### src/rtl/if_pkg.sv
// Shared types and constants for the MIPS instruction-fetch stage.
package if_pkg;

  typedef enum logic [0:0] {
    S_FETCH = 1'b0,
    S_HOLD  = 1'b1
  } if_state_e;

  localparam logic [31:0] NOP_INSTR = 32'h0000_0000;
  localparam logic [31:0] PC_STEP   = 32'd4;

  // Branch targets are always word aligned.
  function automatic logic [31:0] word_align(input logic [31:0] addr);
    return {addr[31:2], 2'b00};
  endfunction

endpackage

### src/rtl/if_perf_cnt.sv
// Three free-running, wrapping event counters for the fetch stage.
// Instantiated by if_stage only when IF_FETCH_CNT_EN is defined.
module if_perf_cnt #(
  parameter int CNT_W = 32
) (
  input  logic             clk,
  input  logic             rst,
  input  logic             i_fetch_inc,
  input  logic             i_stall_inc,
  input  logic             i_kill_inc,
  output logic [CNT_W-1:0] o_fetch_cnt,
  output logic [CNT_W-1:0] o_stall_cnt,
  output logic [CNT_W-1:0] o_kill_cnt
);

  logic [CNT_W-1:0] r_fetch_cnt;
  logic [CNT_W-1:0] r_stall_cnt;
  logic [CNT_W-1:0] r_kill_cnt;

  always_ff @(posedge clk or posedge rst) begin
    if (rst) begin
      r_fetch_cnt <= '0;
      r_stall_cnt <= '0;
      r_kill_cnt  <= '0;
    end else begin
      if (i_fetch_inc) r_fetch_cnt <= r_fetch_cnt + 1'b1;
      if (i_stall_inc) r_stall_cnt <= r_stall_cnt + 1'b1;
      if (i_kill_inc)  r_kill_cnt  <= r_kill_cnt + 1'b1;
    end
  end

  assign o_fetch_cnt = r_fetch_cnt;
  assign o_stall_cnt = r_stall_cnt;
  assign o_kill_cnt  = r_kill_cnt;

endmodule

### src/rtl/if_stage.sv
// Instruction-fetch stage: PC, req/ack fetch FSM, IF/ID register.
// Performance counters are built only when IF_FETCH_CNT_EN is defined.
module if_stage
  import if_pkg::*;
#(
  parameter logic [31:0] RESET_PC = 32'h0000_0000,
  parameter int          CNT_W    = 32
) (
  input  logic             clk,
  input  logic             rst,
  input  logic             freeze,
  input  logic             Br_taken,
  input  logic [31:0]      Br_addr,
  output logic             imem_req,
  output logic [31:0]      imem_addr,
  input  logic             imem_ack,
  input  logic [31:0]      imem_rdata,
  output logic [31:0]      Instruction,
  output logic [31:0]      PC,
  output logic             valid,
  output logic [CNT_W-1:0] fetch_cnt,
  output logic [CNT_W-1:0] stall_cnt,
  output logic [CNT_W-1:0] kill_cnt
);

  if_state_e   r_state;
  logic [31:0] r_pc;
  logic        r_kill;
  logic [31:0] r_redirect;
  logic [31:0] r_hold_instr;
  logic [31:0] r_hold_pc;
  logic [31:0] r_instr;
  logic [31:0] r_if_pc;
  logic        r_valid;

  logic        w_ack;
  logic [31:0] w_br_target;
  logic [31:0] w_pc_next;
  logic        w_load_fetch;
  logic        w_load_hold;
  logic        w_unused_br_lsb;

  // Acks outside an active request (e.g. left over from before reset) are ignored.
  assign imem_req        = !rst && (r_state == S_FETCH);
  assign imem_addr       = r_pc;
  assign w_ack           = imem_ack && imem_req;
  assign w_br_target     = word_align(Br_addr);
  assign w_unused_br_lsb = ^Br_addr[1:0];
  assign w_pc_next       = r_pc + PC_STEP;

  assign w_load_fetch = (r_state == S_FETCH) && w_ack && !Br_taken && !r_kill && !freeze;
  assign w_load_hold  = (r_state == S_HOLD) && !Br_taken && !freeze;

  // NOTE: every register here, including the hold buffer, is reset so that a
  // mid-transaction reset leaves no stale instruction that could leak into IF/ID.
  always_ff @(posedge clk or posedge rst) begin
    if (rst) begin
      r_state      <= S_FETCH;
      r_pc         <= RESET_PC;
      r_kill       <= 1'b0;
      r_redirect   <= '0;
      r_hold_instr <= NOP_INSTR;
      r_hold_pc    <= '0;
      r_instr      <= NOP_INSTR;
      r_if_pc      <= '0;
      r_valid      <= 1'b0;
    end else begin
      // IF/ID register: flush > freeze > new instruction > bubble.
      if (Br_taken) begin
        r_instr <= NOP_INSTR;
        r_valid <= 1'b0;
      end else if (freeze) begin
        r_instr <= r_instr;
      end else if (w_load_fetch) begin
        r_instr <= imem_rdata;
        r_if_pc <= w_pc_next;
        r_valid <= 1'b1;
      end else if (w_load_hold) begin
        r_instr <= r_hold_instr;
        r_if_pc <= r_hold_pc;
        r_valid <= 1'b1;
      end else begin
        r_instr <= NOP_INSTR;
        r_valid <= 1'b0;
      end

      unique case (r_state)
        S_FETCH: begin
          if (w_ack) begin
            if (Br_taken || r_kill) begin
              // Wrong-path response: drop it and restart at the target.
              r_pc   <= Br_taken ? w_br_target : r_redirect;
              r_kill <= 1'b0;
            end else begin
              r_pc <= w_pc_next;
              if (freeze) begin
                r_hold_instr <= imem_rdata;
                r_hold_pc    <= w_pc_next;
                r_state      <= S_HOLD;
              end
            end
          end else if (Br_taken) begin
            // Address must stay stable until ack, so remember the target.
            r_kill     <= 1'b1;
            r_redirect <= w_br_target;
          end
        end
        S_HOLD: begin
          if (Br_taken) begin
            r_pc    <= w_br_target;
            r_state <= S_FETCH;
          end else if (!freeze) begin
            r_state <= S_FETCH;
          end
        end
        default: r_state <= S_FETCH;
      endcase
    end
  end

  assign Instruction = r_instr;
  assign PC          = r_if_pc;
  assign valid       = r_valid;

`ifdef IF_FETCH_CNT_EN
  logic w_fetch_inc;
  logic w_stall_inc;
  logic w_kill_inc;

  assign w_fetch_inc = w_load_fetch || w_load_hold;
  assign w_stall_inc = freeze && r_valid;
  assign w_kill_inc  = (w_ack && (Br_taken || r_kill)) ||
                       ((r_state == S_HOLD) && Br_taken);

  if_perf_cnt #(
    .CNT_W (CNT_W)
  ) u_perf_cnt (
    .clk         (clk),
    .rst         (rst),
    .i_fetch_inc (w_fetch_inc),
    .i_stall_inc (w_stall_inc),
    .i_kill_inc  (w_kill_inc),
    .o_fetch_cnt (fetch_cnt),
    .o_stall_cnt (stall_cnt),
    .o_kill_cnt  (kill_cnt)
  );
`else
  assign fetch_cnt = '0;
  assign stall_cnt = '0;
  assign kill_cnt  = '0;
`endif

endmodule

### config.mk
export PLATFORM = sky130hd
export DESIGN_NAME = if_stage
export DESIGN_NICKNAME = d
export VERILOG_FILES = /design/src/rtl/if_pkg.sv /design/src/rtl/if_perf_cnt.sv /design/src/rtl/if_stage.sv
export SDC_FILE = /design/constraint.sdc
export NUM_CORES = 1
export LEC_CHECK = 0
export ABC_CLOCK_PERIOD_IN_PS = 9400
export BUFFER_PORTS_ARGS = -buffer_cell sky130_fd_sc_hd__buf_2
export CAP_MARGIN = 20
export CORE_MARGIN = 2
export CORE_UTILIZATION = 53
export CTS_CLUSTER_SIZE = 20
export DETAILED_ROUTE_END_ITERATION = 7
export PLACE_DENSITY = 0.8
export SLEW_MARGIN = 20
export SYNTH_ARGS = -nofsm -noshare
export SYNTH_HDL_FRONTEND = slang
export SYNTH_SLANG_ARGS = --single-unit
### constraint.sdc
create_clock -name clk -period 9.4 [get_ports clk]
set_clock_uncertainty 0.05 [all_clocks]
set_input_delay 1.88 -clock clk [delete_from_list [all_inputs] [get_ports clk]]
set_output_delay 1.88 -clock clk [all_outputs]
set_load 0.02 [all_outputs]
==> flow_summary.json <==
{
  "synth_cells": 961,
  "setup_violations": 0,
  "nFillCells": 1492,
  "grtUsageMet3_pct": 6.80,
  "grt-ovfl-total": 0,
  "start_kind": "primary input",
  "post_cts_resized": 0,
  "grt_pass1_vias": 7281,
  "worst_pin_slew_ns": 1.02,
  "grt_util_all_layers_pct": 24.9,
  "grt_use_met2_pct": 41.2,
  "clock_sinks": 195,
  "hold_violations": 0,
  "cts_tree": "built",
  "antenna_found_initial": 3,
  "fmax_mhz": 217,
  "detail-route-antenna-nets": 0,
  "synth_flop_cell": "dfrtp_1",
  "grt-busiest-layer": "met2",
  "r2r-end": "r_hold_pc[12]",
  "clock_latency_ns": 0.44,
  "crit_path_end_kind": "flop",
  "rows": 49,
  "r2r_cells": 4,
  "drc": 0,
  "drt_pass1_iterations": 5,
  "ys_seq_area_share_pct": 49.6,
  "hold_start": "PC[6]",
  "whs_endpoint": "PC[6]",
  "worstSetupStartpoint": "Br_taken",
  "power.leakage_nw": 5.22,
  "fin_crit_sh_pct": 49.0,
  "synth_area_per_cell_um2": 10.2,
  "power_density_mw_per_mm2": 233,
  "multi_input_area_mm2": 0.00426,
  "async_flop_share_pct": 100,
  "maxSlewViolCount": 0,
  "via_per_inst": 5.75,
  "ff2ff_setup_slack_ns": 6.19,
  "hpwl_mm": 16.3,
  "grt_max_degree": 134,
  "yosysWarnings": 0,
  "die_w_um": 140,
  "rsz0062_at_grt": "no",
  "gp_congestion": 0.886,
  "critical_path_class": "in -> reg",
  "die_area_mm2": 0.0197,
  "mostFrequentLayoutCells": "194 x dfrtp_1, 164 x buf_2, 96 x conb_1",
  "synth.distinct_cells": 60,
  "via_count": 7673,
  "synth-edff-count": 0,
  "area_growth_pct": 12.2,
  "regArea_mm2": 0.00488,
  "grt_first_pass_wirelength_mm": 38.8,
  "fin_area_mm2": 0.0110,
  "wirelength_mm": 24.6,
  "core_area_mm2": 0.0181,
  "clk_pin_slew_ns": 0.07,
  "max-cap-violations": 0,
  "ir_worst_vdd_v": 0.000137,
  "hold_class": "reg -> reg",
  "r2r-start": "r_state",
  "cp.arrival_ns": 4.88,
  "wire_per_inst_um": 18.4,
  "numCtsBuffers": 17,
  "placed_area_mm2": 0.0104,
  "layout.nets": 1160,
  "cts_max_path_buffers": 2,
  "total_power_mw": 2.57,
  "path_max_fanout": 87,
  "synth-seq-cells": 195,
  "cts_hold_buffers": 0,
  "worstPathRequired_ns": 9.67,
  "drtIter0Drc": 593,
  "fin_tns_setup_ns": 0,
  "layout-drive-gt1-share_pct": 26.7,
  "stdcell_count": 1334,
  "final_common_cell": "dfrtp_1",
  "synth_top_area_share_pct": 49.6,
  "syn-cell-area_mm2": 0.00983,
  "root_buffer": "clkbuf_16",
  "die_y_um": 140,
  "use_met1_pct": 32.4,
  "port_buffers": 164,
  "yosys-top-cells-area": "dfrtp_1 50%, mux2_2 7.7%, buf_4 7.6%, o21ai_0 3.5%, a221oi_1 3.1%",
  "status": "completed",
  "hold_path_depth": 2,
  "pin_count": 263,
  "slew_headroom_pct": 32.0,
  "min_period_ns": 4.61,
  "post_cts_buffers": 0,
  "synth_top_area_cell": "dfrtp_1",
  "initial_core_util_pct": 54.4,
  "htree_levels": 4,
  "place_inst": 1299
}
-- power by group --
part | total, mW | leakage (nW) | switching (mW) | internal [mW]
combinational | 0.641 | 2.50 | 0.395 | 0.246
sequential | 1.17 | 2.44 | 0.142 | 1.03
clock | 0.752 | 0.292 | 0.342 | 0.410
total | 2.57 | 5.22 | 0.879 | 1.69
-- critical path, cell delays in order --
cell	delay (ns)
buf_2	0.09
buf_4	0.30
or2_2	0.50
nor2_4	0.76
nand2_4	0.75
mux2_2	0.53
-- metal layers --
layer | vias up | wire length, µm
met5 | - | 13
met4 | 2 | 507
met3 | 43 | 1890
met2 | 327 | 12200
met1 | 3808 | 10000
li1 | 3493 | -
-- layout make-up --
| cell class | instances | area share [%] |
|---|---|---|
| well taps | 229 | 2.60 |
| diodes | 2 | 0.0453 |
| clock inverters | 13 | 1.48 |
| clock buffers | 19 | 4.01 |
| inverters | 13 | 0.510 |
| flip-flops and latches | 195 | 44.2 |
| multi-input cells | 686 | 38.6 |
| repair buffers | 177 | 8.50 |
-- how the worst max path moves through the flow --
| stage | slack [ns] | to | depth (start not counted) |
|---|---|---|---|
| global route | 4.67 | r_hold_pc[12] | 6 |
| global placement | 4.38 | r_hold_pc[12] | 6 |
| floorplan | 1.96 | r_redirect[11] | 4 |
| finish | 4.79 | r_hold_pc[12] | 6 |
| detailed placement | 4.37 | r_hold_pc[10] | 6 |
| CTS | 4.82 | r_hold_pc[12] | 6 |
-- stage by stage --
step                      hold slack (ns)  utilization, %  worst slack, ns
after global routing                0.460            61.0             4.67
after CTS                           0.432            60.9             4.82
after detailed placement            0.416            57.5             4.37
after global placement              0.405            57.5             4.38
final                               0.423            61.0             4.79
after floorplan                     0.400               -             1.96
-- kinds of logic after synthesis --
logic type | after synthesis | synth area share [%]
buffers and inverters | 175 | 10.8
muxes | 78 | 8.79
DFF | 195 | 49.6
adders and majority gates | 1 | 0.127
xor gates and xnor gates | 27 | 2.40
other | 1 | 0.0381
and+or+nand+nor | 270 | 13.8
AOI/OAI and AO/OA | 214 | 14.4
-- synthesized netlist by cell type (8+ instances only) --
| library cell | instances |
|---|---|
| mux2_2 | 67 |
| xor2_1 | 17 |
| nor3_1 | 40 |
| o221ai_1 | 8 |
| and3_1 | 16 |
| nand2_1 | 80 |
| mux2i_1 | 11 |
| buf_2 | 14 |
| o21ai_0 | 68 |
| dfrtp_1 | 195 |
| clkbuf_1 | 40 |
| inv_1 | 11 |
| xnor2_1 | 10 |
| a22oi_1 | 18 |
| nor2_1 | 69 |
| buf_4 | 100 |
| o22ai_1 | 9 |
| a221oi_1 | 35 |
| nand3_1 | 11 |
| nand4_1 | 11 |
| a21oi_1 | 42 |
-- registers in the layout (all words and copies together), names as in the netlist --
register,flops
valid,1
r_hold_instr,32
r_redirect,32
imem_addr,32
Instruction,32
r_state,1
r_kill,1
PC,32
r_hold_pc,32
No activity file was read; power rests on OpenSTA's default activity.
